==> src/rtl/row_pkg.sv <==
`default_nettype none
// ============================================================================
// row_pkg : shared FSM state type and saturating / decay arithmetic helpers
// Rev 1.0
// ============================================================================
package row_pkg;

    typedef enum logic [1:0] {
        ST_IDLE  = 2'd0,
        ST_ACCUM = 2'd1,
        ST_DECAY = 2'd2,
        ST_STDP  = 2'd3
    } state_e;

    // Unsigned add clamped to 2^width-1; callers size-cast the result to width.
    function automatic logic [31:0] sat_add(input logic [31:0] a, input logic [31:0] b,
                                            input int width);
        logic [32:0] sum;
        logic [32:0] max;
        sum = {1'b0, a} + {1'b0, b};
        max = (33'd1 << width) - 33'd1;
        return (sum > max) ? max[31:0] : sum[31:0];
    endfunction

    function automatic logic [31:0] decay(input logic [31:0] x, input int shift);
        if (x < (32'd1 << shift))
            return 32'd0;
        return x - (x >> shift);
    endfunction

endpackage
`default_nettype wire

==> src/rtl/synapse_row_tm_if.sv <==
`default_nettype none
// ============================================================================
// synapse_row_tm_if : row spike request handshake (valid/ready + slot address)
// Rev 1.0
// ============================================================================
interface synapse_row_tm_if #(
    parameter int SYN_PER_COL = 2
);
    localparam int SA_W = (SYN_PER_COL > 1) ? $clog2(SYN_PER_COL) : 1;

    logic            spike_valid;
    logic [SA_W-1:0] spike_addr;
    logic            spike_ready;

    modport master (output spike_valid, output spike_addr, input spike_ready);
    modport slave  (input spike_valid, input spike_addr, output spike_ready);
endinterface
`default_nettype wire

==> src/rtl/row_weight_mem.sv <==
`default_nettype none
// ============================================================================
// row_weight_mem : NUM_COLS x SYN_PER_COL weight registers, one FSM read port,
//                  one FSM write port and a config write port that wins ties
// Rev 1.0
// ============================================================================
module row_weight_mem #(
    parameter int NUM_COLS    = 4,
    parameter int SYN_PER_COL = 2,
    parameter int W_WIDTH     = 8,
    parameter int CW          = 2,
    parameter int SW          = 1
) (
    input  logic               clk,
    input  logic               reset,
    input  logic [CW-1:0]      rd_col_i,
    input  logic [SW-1:0]      rd_syn_i,
    output logic [W_WIDTH-1:0] rd_data_o,
    input  logic               wr_en_i,
    input  logic [CW-1:0]      wr_col_i,
    input  logic [SW-1:0]      wr_syn_i,
    input  logic [W_WIDTH-1:0] wr_data_i,
    input  logic               cfg_we_i,
    input  logic [CW-1:0]      cfg_col_i,
    input  logic [SW-1:0]      cfg_syn_i,
    input  logic [W_WIDTH-1:0] cfg_wdata_i
);

    logic [W_WIDTH-1:0] w_q [NUM_COLS][SYN_PER_COL];

    // Matching by loop means out-of-range addresses simply hit nothing.
    always_comb begin
        rd_data_o = '0;
        for (int c = 0; c < NUM_COLS; c++)
            for (int s = 0; s < SYN_PER_COL; s++)
                if (rd_col_i == CW'(c) && rd_syn_i == SW'(s))
                    rd_data_o = w_q[c][s];
    end

    always_ff @(posedge clk or posedge reset) begin
        if (reset) begin
            for (int c = 0; c < NUM_COLS; c++)
                for (int s = 0; s < SYN_PER_COL; s++)
                    w_q[c][s] <= '0;
        end else begin
            for (int c = 0; c < NUM_COLS; c++)
                for (int s = 0; s < SYN_PER_COL; s++)
                    if (cfg_we_i && cfg_col_i == CW'(c) && cfg_syn_i == SW'(s))
                        w_q[c][s] <= cfg_wdata_i;
                    else if (wr_en_i && wr_col_i == CW'(c) && wr_syn_i == SW'(s))
                        w_q[c][s] <= wr_data_i;
        end
    end

endmodule
`default_nettype wire

==> src/rtl/synapse_row_tm.sv <==
`default_nettype none
// ============================================================================
// synapse_row_tm : time-multiplexed synapse row - spike accumulation, decay on
//                  time steps and STDP potentiation, one column per cycle
// Rev 1.0
// ============================================================================
module synapse_row_tm
    import row_pkg::*;
#(
    parameter int NUM_COLS    = 4,
    parameter int SYN_PER_COL = 2,
    parameter int W_WIDTH     = 8,
    parameter int CUR_WIDTH   = 16,
    parameter int TRACE_WIDTH = 8,
    parameter int DECAY_SHIFT = 3,
    localparam int CW = (NUM_COLS > 1) ? $clog2(NUM_COLS) : 1,
    localparam int SW = (SYN_PER_COL > 1) ? $clog2(SYN_PER_COL) : 1
) (
    input  logic                          clk,
    input  logic                          reset,
    synapse_row_tm_if.slave               spk,
    input  logic [NUM_COLS-1:0]           post_spike,
    input  logic                          step,
    input  logic                          stdp_en,
    input  logic [W_WIDTH-1:0]            stdp_amplitude,
    input  logic                          cfg_we,
    input  logic [CW-1:0]                 cfg_col,
    input  logic [SW-1:0]                 cfg_syn,
    input  logic [W_WIDTH-1:0]            cfg_wdata,
    output logic [NUM_COLS*CUR_WIDTH-1:0] current_out,
    output logic                          busy
);

    state_e                 state_q;
    logic [CW-1:0]          col_q;
    logic [SW-1:0]          syn_q;
    logic [SW-1:0]          addr_q;
    logic                   addr_ok_q;
    logic                   busy_q;
    logic                   step_pend_q;
    logic [NUM_COLS-1:0]    post_pend_q;
    logic [CUR_WIDTH-1:0]   cur_q   [NUM_COLS];
    logic [TRACE_WIDTH-1:0] trace_q [SYN_PER_COL];

    logic                   w_ready;
    logic                   w_last_col;
    logic                   w_last_syn;
    logic                   w_addr_ok;
    logic                   w_step_clr;
    logic [NUM_COLS-1:0]    w_post_clr;
    logic [SW-1:0]          w_rd_syn;
    logic [W_WIDTH-1:0]     w_rd_data;
    logic [W_WIDTH-1:0]     w_dw;
    logic [W_WIDTH-1:0]     w_w_new;
    logic                   w_fsm_we;
    logic [CUR_WIDTH-1:0]   w_cur_sel;
    logic [CUR_WIDTH-1:0]   w_cur_sum;
    logic [CUR_WIDTH-1:0]   w_cur_dec;
    logic [TRACE_WIDTH-1:0] w_trace_sel;
    logic [TRACE_WIDTH-1:0] w_trace_dec [SYN_PER_COL];

    assign w_ready         = (state_q == ST_IDLE) && !step_pend_q && (post_pend_q == '0);
    assign spk.spike_ready = w_ready;
    assign busy            = busy_q;
    assign w_last_col      = (col_q == CW'(NUM_COLS - 1));
    assign w_last_syn      = (syn_q == SW'(SYN_PER_COL - 1));
    assign w_addr_ok       = (32'(spk.spike_addr) < SYN_PER_COL);
    assign w_step_clr      = (state_q == ST_IDLE) && step_pend_q;
    assign w_rd_syn        = (state_q == ST_ACCUM) ? addr_q : syn_q;

    always_comb begin
        w_cur_sel   = '0;
        w_trace_sel = '0;
        w_post_clr  = '0;
        for (int c = 0; c < NUM_COLS; c++) begin
            if (col_q == CW'(c)) begin
                w_cur_sel     = cur_q[c];
                w_post_clr[c] = (state_q == ST_STDP) && w_last_syn;
            end
        end
        for (int s = 0; s < SYN_PER_COL; s++) begin
            if (syn_q == SW'(s))
                w_trace_sel = trace_q[s];
            w_trace_dec[s] = TRACE_WIDTH'(decay(32'(trace_q[s]), DECAY_SHIFT));
        end
    end

    assign w_cur_sum = CUR_WIDTH'(sat_add(32'(w_cur_sel), 32'(w_rd_data), CUR_WIDTH));
    assign w_cur_dec = CUR_WIDTH'(decay(32'(w_cur_sel), DECAY_SHIFT));
    assign w_dw      = W_WIDTH'(({{W_WIDTH{1'b0}}, w_trace_sel} *
                                 {{TRACE_WIDTH{1'b0}}, stdp_amplitude}) >> TRACE_WIDTH);
    assign w_w_new   = W_WIDTH'(sat_add(32'(w_rd_data), 32'(w_dw), W_WIDTH));
    assign w_fsm_we  = (state_q == ST_STDP) && post_pend_q[col_q];

    row_weight_mem #(
        .NUM_COLS    (NUM_COLS),
        .SYN_PER_COL (SYN_PER_COL),
        .W_WIDTH     (W_WIDTH),
        .CW          (CW),
        .SW          (SW)
    ) u_mem (
        .clk         (clk),
        .reset       (reset),
        .rd_col_i    (col_q),
        .rd_syn_i    (w_rd_syn),
        .rd_data_o   (w_rd_data),
        .wr_en_i     (w_fsm_we),
        .wr_col_i    (col_q),
        .wr_syn_i    (syn_q),
        .wr_data_i   (w_w_new),
        .cfg_we_i    (cfg_we),
        .cfg_col_i   (cfg_col),
        .cfg_syn_i   (cfg_syn),
        .cfg_wdata_i (cfg_wdata)
    );

    // New events win over a same-cycle clear so no pulse is ever lost.
    always_ff @(posedge clk or posedge reset) begin
        if (reset) begin
            step_pend_q <= 1'b0;
            post_pend_q <= '0;
        end else begin
            step_pend_q <= step | (step_pend_q & ~w_step_clr);
            post_pend_q <= (post_spike & {NUM_COLS{stdp_en}}) | (post_pend_q & ~w_post_clr);
        end
    end

    always_ff @(posedge clk or posedge reset) begin
        if (reset) begin
            state_q   <= ST_IDLE;
            col_q     <= '0;
            syn_q     <= '0;
            addr_q    <= '0;
            addr_ok_q <= 1'b0;
            busy_q    <= 1'b0;
            for (int c = 0; c < NUM_COLS; c++)
                cur_q[c] <= '0;
            for (int s = 0; s < SYN_PER_COL; s++)
                trace_q[s] <= '0;
        end else begin
            case (state_q)
                ST_IDLE: begin
                    col_q <= '0;
                    syn_q <= '0;
                    if (step_pend_q) begin
                        state_q <= ST_DECAY;
                        busy_q  <= 1'b1;
                    end else if (post_pend_q != '0) begin
                        state_q <= ST_STDP;
                        busy_q  <= 1'b1;
                    end else if (spk.spike_valid) begin
                        state_q   <= ST_ACCUM;
                        busy_q    <= 1'b1;
                        addr_q    <= spk.spike_addr;
                        addr_ok_q <= w_addr_ok;
                        for (int s = 0; s < SYN_PER_COL; s++)
                            if (spk.spike_addr == SW'(s))
                                trace_q[s] <= '1;
                    end
                end
                ST_ACCUM: begin
                    if (addr_ok_q)
                        cur_q[col_q] <= w_cur_sum;
                    col_q <= col_q + CW'(1);
                    if (w_last_col) begin
                        state_q <= ST_IDLE;
                        busy_q  <= 1'b0;
                    end
                end
                ST_DECAY: begin
                    cur_q[col_q] <= w_cur_dec;
                    if (col_q == '0)
                        for (int s = 0; s < SYN_PER_COL; s++)
                            trace_q[s] <= w_trace_dec[s];
                    col_q <= col_q + CW'(1);
                    if (w_last_col) begin
                        state_q <= ST_IDLE;
                        busy_q  <= 1'b0;
                    end
                end
                ST_STDP: begin
                    syn_q <= syn_q + SW'(1);
                    if (w_last_syn) begin
                        syn_q <= '0;
                        col_q <= col_q + CW'(1);
                        if (w_last_col) begin
                            state_q <= ST_IDLE;
                            busy_q  <= 1'b0;
                        end
                    end
                end
                default: begin
                    state_q <= ST_IDLE;
                    busy_q  <= 1'b0;
                end
            endcase
        end
    end

    for (genvar c = 0; c < NUM_COLS; c++) begin : g_cur_out
        assign current_out[c*CUR_WIDTH +: CUR_WIDTH] = cur_q[c];
    end

endmodule
`default_nettype wire

==> src/flat_wrapper.sv <==
// flat-port wrapper written by rule: the top's interface ports become plain ports
module synapse_row_tm_flat import row_pkg::*;
#(
    parameter int NUM_COLS    = 4,
    parameter int SYN_PER_COL = 2,
    parameter int W_WIDTH     = 8,
    parameter int CUR_WIDTH   = 16,
    parameter int TRACE_WIDTH = 8,
    parameter int DECAY_SHIFT = 3,
    localparam int CW = (NUM_COLS > 1) ? $clog2(NUM_COLS) : 1,
    localparam int SW = (SYN_PER_COL > 1) ? $clog2(SYN_PER_COL) : 1
)
  (clk, reset, post_spike, step, stdp_en, stdp_amplitude, cfg_we, cfg_col, cfg_syn, cfg_wdata, current_out, busy, spk_spike_valid, spk_spike_addr, spk_spike_ready);
  synapse_row_tm_if #(.SYN_PER_COL(SYN_PER_COL)) spk_i ();
  input  logic clk;
  input  logic reset;
  input  logic [NUM_COLS-1:0] post_spike;
  input  logic step;
  input  logic stdp_en;
  input  logic [W_WIDTH-1:0] stdp_amplitude;
  input  logic cfg_we;
  input  logic [CW-1:0] cfg_col;
  input  logic [SW-1:0] cfg_syn;
  input  logic [W_WIDTH-1:0] cfg_wdata;
  output logic [NUM_COLS*CUR_WIDTH-1:0] current_out;
  output logic busy;
  input wire logic [$bits(spk_i.spike_valid)-1:0] spk_spike_valid;
  input wire logic [$bits(spk_i.spike_addr)-1:0] spk_spike_addr;
  output wire logic [$bits(spk_i.spike_ready)-1:0] spk_spike_ready;
  assign spk_i.spike_valid = spk_spike_valid;
  assign spk_i.spike_addr = spk_spike_addr;
  assign spk_spike_ready = spk_i.spike_ready;
  synapse_row_tm #(.NUM_COLS(NUM_COLS), .SYN_PER_COL(SYN_PER_COL), .W_WIDTH(W_WIDTH), .CUR_WIDTH(CUR_WIDTH), .TRACE_WIDTH(TRACE_WIDTH), .DECAY_SHIFT(DECAY_SHIFT)) u_core (.clk(clk), .reset(reset), .spk(spk_i), .post_spike(post_spike), .step(step), .stdp_en(stdp_en), .stdp_amplitude(stdp_amplitude), .cfg_we(cfg_we), .cfg_col(cfg_col), .cfg_syn(cfg_syn), .cfg_wdata(cfg_wdata), .current_out(current_out), .busy(busy));
endmodule
==> config.mk <==
export PLATFORM = sky130hd
export DESIGN_NAME = synapse_row_tm_flat
export DESIGN_NICKNAME = d
export VERILOG_FILES = /design/src/rtl/row_pkg.sv /design/src/rtl/synapse_row_tm_if.sv /design/src/rtl/row_weight_mem.sv /design/src/rtl/synapse_row_tm.sv /design/src/flat_wrapper.sv
export SDC_FILE = /design/constraint.sdc
export NUM_CORES = 1
export LEC_CHECK = 0
export CORE_AREA = 2 2 205 207
export CTS_BUF_LIST = sky130_fd_sc_hd__clkbuf_8
export DETAILED_ROUTE_END_ITERATION = 8
export DIE_AREA = 0 0 207 209
export HOLD_SLACK_MARGIN = 0.02
export SKIP_CTS_REPAIR_TIMING = 1
export SYNTH_ARGS = -nofsm -noshare
export SYNTH_HDL_FRONTEND = slang
export SYNTH_SLANG_ARGS = --single-unit
==> constraint.sdc <==
create_clock -name clk -period 10.73 [get_ports clk]
set_clock_uncertainty 0.1 [all_clocks]
set_input_delay 1.6095 -clock clk [delete_from_list [all_inputs] [get_ports clk]]
set_output_delay 1.6095 -clock clk [all_outputs]
set_load 0.005 [all_outputs]
# Yosys cells after proc, flatten, opt, wreduce, memory -nomap -nowiden
# Index checks and enable logic that the tools add are counted.
word_totals:
  register_bits: 157
  inputBits: 30
  out_inout_bits: 66
  wordCells: 206
classes:
  add_sub_neg: 7
  n_mul: 1
  magnitude_cmp: 8
  n_eq_ne: 18
  mux: 76
  n_bitwise: 13
  n_reduce_logical: 61
ops:
  columns: ["cell", "n"]
  rows:
  - ["$mux 8", 32]
  - ["$mux 16", 12]
  - ["$bwmux 64", 2]
  - ["$pmux 64 s2", 1]
  - ["$mux 64", 1]
  - ["$logic_and 1x1->1", 38]
  - ["$demux 16 s2", 1]
  - ["$pmux 16 s2", 1]
  - ["$reduce_bool 2->1", 11]
  - ["$add 16x8->17", 1]
  - ["$gt 17x16->1 const B", 1]
  - ["$lt 16x4->1 const B", 1]
  - ["$lt 8x4->1 const B", 2]
  - ["$mul 8x8->16", 1]
  - ["$sub 16x13->16", 1]
  - ["$sub 8x5->8", 2]
  - ["$mux 1", 15]
  - ["$eq 2x2->1 const B", 6]
  - ["$mux 2", 6]
  - ["$pmux 2 s3", 2]
  - ["$reduce_and 6->1", 2]
  - ["$ne 2x2->1 const B", 5]
  - ["$add 8x8->9", 1]
  - ["$gt 9x8->1 const B", 1]
  - ["other kinds (25)", 38]

# Longest topological paths before layout
# Gate-level depths: netlist (run 1).
depth:
  depth_word: 18
  mapped_depth: 27
  depth_no_buf: 24

# Cells and area by module
# From an unflattened synthesis (run 1), not the netlist that was laid out.
unflattened:
  cells_unflattened: 1422
  hier_area_um2: 12728.5
by_module_without_submodules:
  columns: ["mod", "instances", "cells_per_inst", "area_each_um2", "seq_area_each_um2"]
  rows:
  - ["synapse_row_tm", 1, 1039, 8953.6, 2327.2]
  - ["row_weight_mem", 1, 383, 3774.9, 1601.5]

# Worst setup path after synthesis (run 1)
# Ideal clock, no wire load.
synth_timing:
  path_kind: "in2reg"
  startpoint: "input port stdp_amplitude[2]"
  endpoint: "register u_core.u_mem.w_q[54] in the netlist's numbering"
  setup_time_ps: 146
  arrival_time_ps: 7178
  required_time_ps: 10484
  path_slack_ps: 3305
  cell_stages: 23
  n_path_buf: 1
  cell_sequence: "nor2b_1 -> ha_1 -> fa_1 -> ha_1 -> inv_1 -> fa_1 -> inv_1 -> ha_1 -> nand4b_1 -> or4b_2 -> a21oi_1 -> nor2_1 -> xnor2_1 -> ha_1 -> fa_1 -> a21o_1 -> a21oi_1 -> o21bai_1 -> a2111oi_1 -> nor2_1 -> clkbuf_1 -> nor3_1 -> o31ai_1"
synth_between:
  elab_chain_cells: 6
synth_rtl:
  columns: ["item", "line", "source"]
  rows:
  - ["start: declaration", "flat_wrapper.sv:20", "input logic [W_WIDTH-1:0] stdp_amplitude;"]
  - ["$mul 8x8->16 (*)", "synapse_row_tm.sv:90", "assign w_dw = W_WIDTH'(({{W_WIDTH{1'b0}}, w_trace_sel} *"]
  - ["$add 8x8->9 (*)", "row_pkg.sv:20", "sum = {1'b0, a} + {1'b0, b};"]
  - ["$gt 9x8->1", "row_pkg.sv:22", "return (sum > max) ? max[31:0] : sum[31:0];"]
  - ["$mux 8 (*)", "row_pkg.sv:22", null]
  - ["$mux 8 (*)", "row_weight_mem.sv:50", "else if (wr_en_i && wr_col_i == CW'(c) && wr_syn_i == SW'(s))"]
  - ["$mux 8 (*)", "row_weight_mem.sv:48", "if (cfg_we_i && cfg_col_i == CW'(c) && cfg_syn_i == SW'(s))"]
  - ["end signal: indexed assignment", "row_weight_mem.sv:49", "w_q[c][s] <= cfg_wdata_i;"]
  - ["end signal: indexed assignment", "row_weight_mem.sv:51", "w_q[c][s] <= wr_data_i;"]
  - ["end: declaration", "row_weight_mem.sv:29", "logic [W_WIDTH-1:0] w_q [NUM_COLS][SYN_PER_COL];"]
# Every way passes the cells marked *; elsewhere a longest branch is shown, timed or not. The select of a mux whose other input is x is not followed.
# A chain may end at the register's enable or synchronous reset.

# Worst setup path after layout (run 1)
layout_timing:
  startpoint: "input port stdp_amplitude[2]"
  endpoint: "register u_core.u_mem.w_q[5] in the netlist's numbering"
# Same word-level chain as after synthesis.

==> results of run 1 <==
-- flip-flops by register name, indices dropped and copies added, names as in the netlist --
| name | count |
|---|---|
| u_core.current_out | 64 |
| u_core.u_mem.w_q | 64 |
| u_core.trace_q | 16 |
| u_core.post_pend_q | 4 |
| u_core.col_q | 2 |
| u_core.state_q | 2 |
| u_core.addr_ok_q | 1 |
| u_core.addr_q | 1 |
| u_core.busy | 1 |
| u_core.step_pend_q | 1 |
| u_core.syn_q | 1 |
-- how the worst max path moves through the flow --
stage | slack (ps) | end | startpoint | cells past startpoint
floorplan | 3310 | u_core.u_mem.w_q[54]$_DFFE_PP0P_ | stdp_amplitude[2] | 23
global placement | 2250 | u_core.u_mem.w_q[5]$_DFFE_PP0P_ | stdp_amplitude[2] | 23
detailed placement | 2220 | u_core.u_mem.w_q[6]$_DFFE_PP0P_ | stdp_amplitude[2] | 23
CTS | 2700 | u_core.u_mem.w_q[6]$_DFFE_PP0P_ | stdp_amplitude[2] | 23
global route | 2090 | u_core.u_mem.w_q[54]$_DFFE_PP0P_ | u_core.syn_q$_DFFE_PP0P_ | 24
finish | 2620 | u_core.u_mem.w_q[5]$_DFFE_PP0P_ | stdp_amplitude[2] | 23
-- placed cells by master, fill, tap and decap left out, types with 11 or more instances in the layout --
cell type        instances
a21o_1                  13
nand2_1                150
a211oi_1                22
mux2_2                  44
nand3_1                 16
clkdlybuf4s50_1         95
nor3_1                  40
nand2b_1                23
fa_1                    40
o211ai_1                18
o31ai_1                 45
mux2i_1                 73
dfrtp_1                157
inv_1                   78
nor2_1                  71
ha_1                    79
nor2b_1                 62
clkbuf_8                17
xnor2_1                 15
buf_4                   16
o21ai_0                 83
o21a_1                  17
a21oi_1                 77
xor2_1                  11
-- stage by stage --
stage | hold WS (ps) | instances | util
6_report | 383 | 1965 | 0.342
2_1_floorplan | 335 | 1350 | -
5_1_grt | 448 | 1965 | 0.342
3_5_place_dp | 355 | 1934 | 0.332
3_3_place_gp | 353 | 1934 | 0.332
4_1_cts | 384 | 1965 | 0.342
-- per-layer routing --
metal / vias up / part of all wire / track usage
met4: 0 / 0.029 / 0.0599
met5: - / 0 / 0
met3: 59 / 0.045 / 0.0287
li1: 4960 / - / -
met2: 253 / 0.49 / 0.273
met1: 5049 / 0.44 / 0.206
-- kinds of logic after synthesis --
family                     Yosys count
and+or+nand+nor                    421
AOI/OAI and AO/OA                  361
DFF                                157
buffers and inverters              146
adders and majority gates          120
muxes                              119
xor gates and xnor gates            26
-- area by class of cell --
class / instances / area (um^2)
Inverter: 80 / 305
Fill cell: 4245 / 27200
Multi-Input combinational cell: 1047 / 7730
Clock buffer: 17 / 234
Tap cell: 539 / 674
Sequential cell: 157 / 3930
Timing Repair Buffer: 111 / 1070
Clock inverter: 14 / 158
==> qor.yml, run 1 <==
detailed_routing:
  drtIter0Drc: 644
  drt-pass1-iter-count: 5
  wl_per_cell_um: 17.9
  ant_nets: 0
  drc_errors: 0
  drt-total-wl_mm: 35.2
  num_vias: 10300
  vias_per_cell: 5.25
synthesis:
  yosys-top-cells-area: "dfrtp_1 (32%), ha_1 (8.2%), fa_1 (6.6%), mux2i_1 (6.1%), nand2_1 (4.6%)"
  synth_top_area_share: 0.322
  synth_xor_xnor_area_share: 0.0186
  synth_top_family_by_area: "compound AO/OA/AOI/OAI gates"
  ys_seq_elements: 157
  synth_warnings: 0
  synth_top_area_cell: "dfrtp_1"
  synth-simple-area-share: 0.169
  netlist_instances: 1350
  synth_compound_area_frac: 0.194
  synth_ff_type: "dfrtp_1"
  ys_top_cells_by_count: "dfrtp_1 (157), nand2_1 (150), o21ai_0 (83)"
  synthDistinctLibCells: 71
  synth_fa_ha_area_frac: 0.148
  synth_fp_nets: 1500
  synthMuxAreaShare: 0.103
  synth_most_common_cell: "dfrtp_1"
  synthArstFlopShare: 1.00
  yosysSeqAreaShare: 0.322
  synth_edf_count: 0
  syn_area_per_cell_um2: 9.04
  synth.cell_area_mm2: 0.0122
final_layout:
  n_antenna_cell: 0
  fin_area_mm2: 0.0141
  syn2layout_area_growth_pct: 15.5
  fin_nets: 1564
  drive_gt1_frac: 0.0757
min_path:
  hold_depth: 1
  holdPathEnd: "u_core.addr_ok_q$_DFFE_PP0P_"
  min_from: "u_core.addr_ok_q$_DFFE_PP0P_"
  hold_path_class: "flip-flop to flip-flop"
setup_path:
  timing.rr.end: "u_core.u_mem.w_q[5]$_DFFE_PP0P_"
  critPathMaxStageDelay_ps: 880
  crit_chain: "clkdlybuf4s50_1, nor2b_1, ha_1, fa_1, ha_1, inv_1, fa_1, inv_1, ha_1, nand4b_1, or4b_2, a21oi_1, nor2_1, xnor2_1, ha_1, fa_1, a21o_1, a21oi_1, o21bai_1, a2111oi_1, nor2_1, nor3_1, o31ai_1"
  crit_buf_inv: 3
  end_kind: "flip-flop"
  r2r_cells: 23
  worstPathArrival_ps: 8320
  criticalPathCategory: "primary input to flip-flop"
  cp.required_ps: 10940
  start_kind: "primary input"
  cp_top_family: "adder cells"
  cpMaxStageDelayCell: "a2111oi_1"
  cpMostUsedCell: "ha_1"
  r2r-start: "u_core.syn_q$_DFFE_PP0P_"
  r2r_setup_slack_ps: 2700
  crit_fanout: 16
grt:
  grt_pass1_vias: 10000
  grt-ovfl-total: 0
  grt_pass1_wl_mm: 55.9
  antenna_found_initial: 0
  grt_max_degree: 102
  grt.total_usage: 0.161
clock_network:
  tritoncts: "built"
  clkSinkCount: 157
  clkTransAtPathRegs_ps: 100
  clockBufferDepth: 2
  cts-root-buf: "clkbuf_8"
  cts_inserted_buffers: 17
  cts_max_level: 4
  worstSkewPairLatency_ps: 480
floorplan:
  dieArea_mm2: 0.0433
  die_w_um: 207
  start_util: 0.296
  row_count: 75
  dieHeight_um: 209
  core_mm2: 0.0413
  ios: 96
sta:
  setup_viol: 0
  drv_slew: 0
  finalSetupTns_ps: 0
  clock.fmax_ghz: 0.123
  period_needed_ps: 8110
  rsz0062_at_grt: "false"
  tightest_slew_ps: 1120
  finalCritPeriodShare: 0.756
  finalHoldViolCount: 0
  slew_headroom: 0.254
  setup_slack_ps: 2620
place:
  place_congestion: 0.871
  place_worst_setup_slack_ps: 2220
  port_buffers: 95
  dpl.hpwl_mm: 25.5
  place_area_mm2: 0.0137
outcome:
  status: "complete, no violations"
run:
  drv_cap: 0
Power of run 1 is not shown: default switching activity piles up to over one toggle a cycle in this logic, so the estimate is an artifact.
==> inputs of run 2 (changes only) <==
Clock period 10.73 ns to 6.7 ns, I/O delays scaled along.
==> run 2 against run 1 <==
Global-route usage up 0.48 points. Sequential share of layout area fell by 1.3 points. Register-to-register slack got worse by 2400 ps. Critical path type unchanged. Largest cell class unchanged.
==> qor.yml, run 2 (synthesis results as in run 1) <==
detailed_routing:
  drtIter0Drc: 576  # -11%
  drc_errors: 0  # unchanged
  wl_per_cell_um: 17.8  # -0.54%
  drt-pass1-iter-count: 5  # unchanged
  num_vias: 10600  # +2.7%
  ant_nets: 0  # unchanged
  vias_per_cell: 5.23  # -0.37%
  drt-total-wl_mm: 36.0  # +2.5%
sta:
  slew_headroom: 0.199  # -0.0545
  finalCritPeriodShare: 0.966
  finalHoldViolCount: 0  # unchanged
  setup_viol: 0  # unchanged
  tightest_slew_ps: 1170  # +55.6 ps
  drv_slew: 0  # unchanged
  period_needed_ps: 6470
  clock.fmax_ghz: 0.154
  finalSetupTns_ps: 0  # unchanged
  rsz0062_at_grt: "true"
floorplan:
  die_w_um: 207  # unchanged
  ios: 96  # unchanged
  row_count: 75  # unchanged
  dieArea_mm2: 0.0433  # unchanged
  start_util: 0.296  # unchanged
  dieHeight_um: 209  # unchanged
  core_mm2: 0.0413  # unchanged
setup_path:
  r2r_setup_slack_ps: 310  # -2390 ps
  startpoint: "stdp_amplitude[2]"
  crit_fanout: 16  # unchanged
  criticalPathCategory: "primary input to flip-flop"
  r2r-start: "u_core.syn_q$_DFFE_PP0P_"
  r2r_cells: 27  # +17%
  start_kind: "primary input"
  end_kind: "flip-flop"
  endpoint: "u_core.u_mem.w_q[61]$_DFFE_PP0P_"
  worstPathArrival_ps: 6730  # -1590 ps
  timing.rr.end: "u_core.u_mem.w_q[61]$_DFFE_PP0P_"
  cp.required_ps: 6950  # -3990 ps
final_layout:
  n_antenna_cell: 0  # unchanged
  fin_nets: 1623  # +3.8%
  drive_gt1_frac: 0.137  # +0.0615
  layout.cells.most_common_list: "dfrtp_1 (157), nand2_1 (150), clkdlybuf4s50_1 (93)"
  final_common_cell: "dfrtp_1"
  syn2layout_area_growth_pct: 21.0
clock_network:
  clockBufferDepth: 2  # unchanged
  tritoncts: "built"
  clkTransAtPathRegs_ps: 100  # about the same
  worstSkewPairLatency_ps: 480  # about the same
  cts-root-buf: "clkbuf_8"
  cts_inserted_buffers: 17  # unchanged
  clkSinkCount: 157  # unchanged
  cts_max_level: 4  # unchanged
outcome:
  status: "complete, no violations"
min_path:
  hold_path_class: "flip-flop to flip-flop"
  hold_depth: 1  # unchanged
grt:
  grt-ovfl-total: 0  # unchanged
  grt.total_usage: 0.166  # +0.00484
  grt_max_degree: 101  # -0.98%
  antenna_found_initial: 0  # unchanged
  grt_pass1_vias: 10400  # +3.5%
  grt_pass1_wl_mm: 57.4  # +2.8%
place:
  port_buffers: 95  # unchanged
  place_congestion: 0.892  # +2.4%
  dpl.hpwl_mm: 26.2  # +2.6%
run:
  drv_cap: 0  # unchanged
## run 2: how the worst min path moves through the flow
stage,from,to,slack (ps)
final,u_core.addr_ok_q$_DFFE_PP0P_,u_core.addr_ok_q$_DFFE_PP0P_,380
after CTS,u_core.addr_ok_q$_DFFE_PP0P_,u_core.addr_ok_q$_DFFE_PP0P_,390
after detailed placement,u_core.addr_ok_q$_DFFE_PP0P_,u_core.addr_ok_q$_DFFE_PP0P_,360
after global placement,u_core.addr_ok_q$_DFFE_PP0P_,u_core.addr_ok_q$_DFFE_PP0P_,350
after floorplan,u_core.addr_ok_q$_DFFE_PP0P_,u_core.addr_ok_q$_DFFE_PP0P_,330
after global routing,u_core.addr_ok_q$_DFFE_PP0P_,u_core.addr_ok_q$_DFFE_PP0P_,410
## run 2: cell type report
type	count	area (um^2)
clock buffers	17	234
clock inverters	15	163
fillers	4226	26500
inverters	80	305
multi-input cells	1047	7930
flip-flops and latches	157	3930
well taps	539	674
repair buffers	170	1540
## run 2: stage by stage
stage,cell area (um^2),std cells,utilization,setup slack [ps],hold slack (ps)
2_1_floorplan,12200,1350,-,115,335
3_3_place_gp,14200,1991,0.343,-484,352
3_5_place_dp,14200,1991,0.343,-529,362
4_1_cts,14600,2023,0.353,-22.1,386
5_1_grt,14800,2025,0.358,-8.09,406
6_report,14800,2025,0.358,226,379
## run 2: worst max-delay path, cell delays in order
cell and delay [ps]:
clkdlybuf4s50_1 420, buf_4 150, nor2b_1 140, fa_2 340, fa_1 530, inv_1 50
fa_1 470, inv_1 50, fa_1 480, ha_1 300, o21a_1 110, o21ai_2 130
a21oi_2 60, buf_4 150, o21ai_1 110, nand2b_1 130, a21oi_2 160, xnor2_1 130
ha_1 260, a21o_1 190, a21oi_2 150, o21bai_2 120, a2111oi_4 340, buf_4 190
nor2_1 60, buf_6 170, nor3_2 200, o31ai_1 100
## run 2: routing by layer
metal / GRT usage / wire (um)
met5: 0 / 0
met1: 0.217 / 16000
met2: 0.286 / 18000
met4: 0.0355 / 463
met3: 0.0296 / 1620
Power of run 2 is left out for the same reason.
